[src/rtl/uart_pkg.sv]
// rtl/uart_pkg.sv - shared encodings, FSM states and width bounds for the UART transmit path
package uart_pkg;

  localparam int DATA_W_MIN = 5;
  localparam int DATA_W_MAX = 9;
  // One counter serves both the data-bit index and the stop-bit index.
  localparam int CNT_W = $clog2(DATA_W_MAX);

  typedef enum logic [1:0] {
    PAR_EVEN  = 2'b00,
    PAR_ODD   = 2'b01,
    PAR_MARK  = 2'b10,
    PAR_SPACE = 2'b11
  } par_typ_e;

  typedef enum logic [2:0] {
    IDLE,
    START,
    DATA,
    PARITY,
    STOP
  } tx_state_e;

endpackage

[src/rtl/uart_tx_par_gen.sv]
// rtl/uart_tx_par_gen.sv - combinational parity bit from a data word and parity type
module uart_tx_par_gen
  import uart_pkg::*;
#(
  parameter int DATA_W = 8
) (
  input  logic [DATA_W-1:0] data_i,
  input  logic [1:0]        par_typ_i,
  output logic              par_o
);

  // Select the parity bit for the requested mode.
  always_comb begin
    par_o = 1'b0;
    case (par_typ_e'(par_typ_i))
      PAR_EVEN:  par_o = ^data_i;
      PAR_ODD:   par_o = ~^data_i;
      PAR_MARK:  par_o = 1'b1;
      PAR_SPACE: par_o = 1'b0;
      default:   par_o = 1'b0;
    endcase
  end

endmodule

[src/rtl/uart_tx_frame.sv]
// rtl/uart_tx_frame.sv - UART transmit frame engine; optional overrun flag under UART_TX_OVR_EN
module uart_tx_frame
  import uart_pkg::*;
#(
  parameter int DATA_W = 8
) (
  input  logic              clk,
  input  logic              RST_n,
  input  logic [DATA_W-1:0] P_DATA,
  input  logic              Data_Valid,
  input  logic              PAR_EN,
  input  logic [1:0]        PAR_TYP,
  input  logic              STOP2,
  input  logic              OVR_CLR,
  output logic              TX_OUT,
  output logic              Busy,
  output logic              OVR
);

  localparam logic [CNT_W-1:0] LAST_BIT = CNT_W'(DATA_W - 1);

  tx_state_e         state_q, state_d;
  logic [DATA_W-1:0] shift_q, shift_d;
  logic [CNT_W-1:0]  cnt_q, cnt_d;
  logic              par_q, par_d;
  logic              par_en_q, par_en_d;
  logic              stop2_q, stop2_d;
  logic              tx_q, tx_d;
  logic              par_bit;

  uart_tx_par_gen #(.DATA_W(DATA_W)) u_par_gen (
    .data_i    (P_DATA),
    .par_typ_i (PAR_TYP),
    .par_o     (par_bit)
  );

  // Next state plus the line level for the state being entered, so TX_OUT is registered.
  always_comb begin
    state_d  = state_q;
    shift_d  = shift_q;
    cnt_d    = cnt_q;
    par_d    = par_q;
    par_en_d = par_en_q;
    stop2_d  = stop2_q;
    tx_d     = 1'b1;
    case (state_q)
      IDLE: begin
        if (Data_Valid) begin
          shift_d  = P_DATA;
          par_d    = par_bit;
          par_en_d = PAR_EN;
          stop2_d  = STOP2;
          cnt_d    = '0;
          state_d  = START;
          tx_d     = 1'b0;
        end
      end
      START: begin
        state_d = DATA;
        tx_d    = shift_q[0];
        shift_d = shift_q >> 1;
        cnt_d   = '0;
      end
      DATA: begin
        if (cnt_q == LAST_BIT) begin
          cnt_d = '0;
          if (par_en_q) begin
            state_d = PARITY;
            tx_d    = par_q;
          end else begin
            state_d = STOP;
          end
        end else begin
          cnt_d   = cnt_q + 1'b1;
          tx_d    = shift_q[0];
          shift_d = shift_q >> 1;
        end
      end
      PARITY: begin
        state_d = STOP;
        cnt_d   = '0;
      end
      STOP: begin
        if (stop2_q && cnt_q == '0) begin
          cnt_d = 1'b1;
        end else begin
          cnt_d   = '0;
          state_d = IDLE;
        end
      end
      default: state_d = IDLE;
    endcase
  end

  // Frame state registers; reset abandons any partial frame.
  always_ff @(posedge clk or negedge RST_n) begin
    if (!RST_n) begin
      state_q  <= IDLE;
      shift_q  <= '0;
      cnt_q    <= '0;
      par_q    <= 1'b0;
      par_en_q <= 1'b0;
      stop2_q  <= 1'b0;
      tx_q     <= 1'b1;
    end else begin
      state_q  <= state_d;
      shift_q  <= shift_d;
      cnt_q    <= cnt_d;
      par_q    <= par_d;
      par_en_q <= par_en_d;
      stop2_q  <= stop2_d;
      tx_q     <= tx_d;
    end
  end

  assign TX_OUT = tx_q;
  assign Busy   = (state_q != IDLE);

`ifdef UART_TX_OVR_EN
  logic ovr_q, ovr_d;

  // Sticky overrun: a request while busy sets it, and set beats clear.
  always_comb begin
    ovr_d = ovr_q;
    if (Data_Valid && Busy) begin
      ovr_d = 1'b1;
    end else if (OVR_CLR) begin
      ovr_d = 1'b0;
    end
  end

  // Overrun flag register.
  always_ff @(posedge clk or negedge RST_n) begin
    if (!RST_n) begin
      ovr_q <= 1'b0;
    end else begin
      ovr_q <= ovr_d;
    end
  end

  assign OVR = ovr_q;
`else
  logic unused_ovr_clr;
  assign unused_ovr_clr = OVR_CLR;
  assign OVR = 1'b0;
`endif

endmodule

[config.mk]
export PLATFORM = sky130hd
export DESIGN_NAME = uart_tx_frame
export DESIGN_NICKNAME = d
export VERILOG_FILES = /design/src/rtl/uart_pkg.sv /design/src/rtl/uart_tx_par_gen.sv /design/src/rtl/uart_tx_frame.sv
export SDC_FILE = /design/constraint.sdc
export NUM_CORES = 1
export LEC_CHECK = 0
export CORE_MARGIN = 2
export CORE_UTILIZATION = 35
export CTS_BUF_LIST = sky130_fd_sc_hd__clkbuf_2
export DETAILED_ROUTE_END_ITERATION = 7
export PLACE_DENSITY = 0.58
export SYNTH_ARGS = -nofsm -noshare
export SYNTH_HDL_FRONTEND = slang
export SYNTH_HIERARCHICAL = 1
export SYNTH_SLANG_ARGS = --single-unit
[constraint.sdc]
create_clock -name clk -period 2.2 [get_ports clk]
set_clock_uncertainty 0.05 [all_clocks]
set_input_delay 0.22 -clock clk [delete_from_list [all_inputs] [get_ports clk]]
set_output_delay 0.22 -clock clk [all_outputs]
set_load 0.05 [all_outputs]
==> impl_metrics.tcl <==
set metrics [dict create \
    status "finished clean" \
    drc_errors 0 \
    grt_pass1_vias 823 \
    drive_gt1_share_pct 14.9 \
    slew_violations 0 \
    ctsHoldBuffers 0 \
    cts-root-buf "clkbuf_2" \
    antenna_found_initial 0 \
    ys_seq_elements 19 \
    power.share.switching_pct 43.4 \
    antenna_cells 0 \
    clk_latency_ns 0.31 \
    critPathKind "reg2out" \
    cp.arrival_ns 1.66 \
    drt-vias-per-instance 4.88 \
    core_sq_um 3130 \
    portBuffers 16 \
    crit_family "buffers and inverters" \
    grt_pass1_wl_um 3660 \
    pwr-share-comb_pct 51.9 \
    path_max_fanout 1 \
    synth_cells 117 \
    endpoint_kind "output port" \
    grtUsageTotal_pct 12.9 \
    r2r-end "shift_q[3]" \
    required_ns 1.93 \
    detail_route.wl_per_cell_um 12.0 \
    wl_um 2130 \
    die_y_um 61.8 \
    grt_setup_unrepaired "false" \
    p_int_mw 1.00 \
    fmax_mhz 519 \
    clock_sinks 19 \
    leakage_nw 0.564 \
    tns_ns 0 \
    tightest_slew_ns 0.518 \
    yosysTopAreaCellShare_pct 38.5 \
    rows 20 \
    synth_area_leader_cell "dfrtp_1" \
    cts_buffers 3 \
    grt-ovfl-total 0 \
    cts_buffer_depth 2 \
    grt_max_degree 20 \
    slew_headroom_pct 65.5 \
    hpwl_um 1570 \
    peakVddDrop_v 0.000473 \
    cp.buffers_inverters 1 \
    die-area_sq_um 3820 \
    cpPeakStageDelay_ns 0.79 \
    worstPathCellList "clkdlybuf4s50_1" \
    drv_cap 0 \
    p_clk_share_pct 9.0 \
    async_flop_share_pct 100 \
    vias 869 \
    ff2ff_path_depth 6 \
    hold_viol_final 0 \
    syn_to_final_growth_pct 18.3 \
    layout_min_cycle_time_ns 1.93 \
    r2r_setup_slack_ns 0.44 \
    drtPass1Iterations 4 \
    drtIter0Drc 55 \
    reg2reg_from "cnt_q[0]" \
    nets 153 \
    hold_slack_ns 0.162 \
    switchingPower_mw 0.765 \
    worstSetupStartpointType "flip-flop" \
    pwr-share-seq_pct 39.0 \
    cts_tree "yes" \
    slowest_stage "clkdlybuf4s50_1" \
    ys.flop_type "dfrtp_1" \
    fill_cells 320 \
    syn_nets 135 \
    yosysSeqAreaShare_pct 40.7 \
    initial_core_util_pct 37.4 \
    synth_area_per_cell_sq_um 10.0 \
    path_clk_slew_ns 0.19 \
    synthDistinctLibCells 38 \
    period_share_pct 87.6 \
    die_width_um 61.8 \
    top_level_ports 19 \
    cts_resized 0 \
    cts_htree_levels 1 \
    syn_area_sq_um 1170 \
    yosysWarnings 6 \
    cts_setup_buffers 0 \
    min_path_type "in2async" \
    synth_edf_count 0 \
    postRouteAntennaNets 0 \
    power_density_nw_per_um2 1280 \
    gp_congestion 0.814 \
    setup_viol 0 \
    synth.area.top_cells "dfrtp_1 (39%), mux2i_1 (6.0%), xnor2_1 (5.2%), a21oi_1 (4.7%), a31oi_1 (3.7%)" \
]
==> area by class of cell <==
type	count	area, sq um	area share (%)
timing repair buffer	19	180	13.0
clock buffer	4	20.0	1.45
tap	44	55.1	3.98
multi-input combinational	87	633	45.8
inverter	5	18.8	1.36
sequential	19	477	34.4
==> layout by cell type, fill, tap and decap left out, drive strengths merged, types with 4 or more instances in the layout <==
| master | n |
|---|---|
| inv | 5 |
| a31oi | 7 |
| xnor2 | 7 |
| nand3 | 4 |
| o21ai | 6 |
| a21oi | 13 |
| buf | 4 |
| dfrtp | 18 |
| mux2i | 7 |
| nand2 | 8 |
| clkdlybuf4s50 | 15 |
| clkbuf | 4 |
| nor2 | 8 |
==> power by group through the flow <==
stage | Sequential [mW] | Clock, mW | Combinational, mW
CTS | 0.688 | 0.170 | 0.932
detailed placement | 0.695 | 0 | 0.933
global placement | 0.693 | 0 | 0.915
floorplan | 0.646 | 0 | 0.791
finish | 0.689 | 0.160 | 0.916
global route | 0.716 | 0.184 | 1.02
==> synthesized netlist by cell type, types with 3 or more instances <==
cell     number
buf_2         3
mux2i_1       7
a31oi_1       7
nor3_1        3
a21oi_1      11
inv_1         5
nor2_1        6
o21ai_0       4
dfrtp_1      18
nand2_1       8
xnor2_1       7
nand3_1       4
==> worst max path at each step <==
| stage | startpoint | to | depth (start not counted) |
|---|---|---|---|
| 2_1_floorplan | state_q[0] | par_en_q | 4 |
| 3_3_place_gp | Data_Valid | shift_q[6] | 6 |
| 3_5_place_dp | Data_Valid | shift_q[6] | 6 |
| 4_1_cts | TX_OUT | TX_OUT | 1 |
| 5_1_grt | TX_OUT | TX_OUT | 1 |
| 6_report | TX_OUT | TX_OUT | 1 |
==> metrics by stage <==
stage	cell area, sq um	power (mW)	setup WS, ns	std cells	utilization [%]
finish	1380	1.76	0.272	178	44.2
global route	1380	1.92	0.210	178	44.2
CTS	1380	1.79	0.247	178	44.2
detailed placement	1360	1.63	0.469	174	43.6
global placement	1360	1.61	0.475	174	43.6
floorplan	1170	1.44	0.529	117	-
==> logic make-up (layout without fill, tap and decap cells) <==
logic type,count (synthesis),after routing,share of synthesized area [%]
multiplexers,10,10,8.88
AND/OR/NAND/NOR,33,33,17.8
adder cells (fa/ha/maj),2,2,2.14
flip-flops,19,19,40.7
other,1,1,0.321
XOR/XNOR,8,8,5.99
buffers and inverters,11,28,5.13
AO/OA/AOI/OAI,33,33,19.0
==> flip-flops by register name, indices dropped and copies added (netlist names) <==
register / cells
par_en_q: 1
TX_OUT: 1
stop2_q: 1
cnt_q: 4
shift_q: 8
state_q: 3
par_q: 1
==> metal layers <==
layer  GRT usage, %  share of wire [%]  vias up  routed length (um)
met5              0                  0        -                   0
met4           1.82               0.47        0                  10
met3           3.73                3.9        2                  84
met2           21.8                 48       15                1030
met1           16.8                 47      406                1010
li1               -                  -      446                   -
No activity file was read; power rests on OpenSTA's default activity.
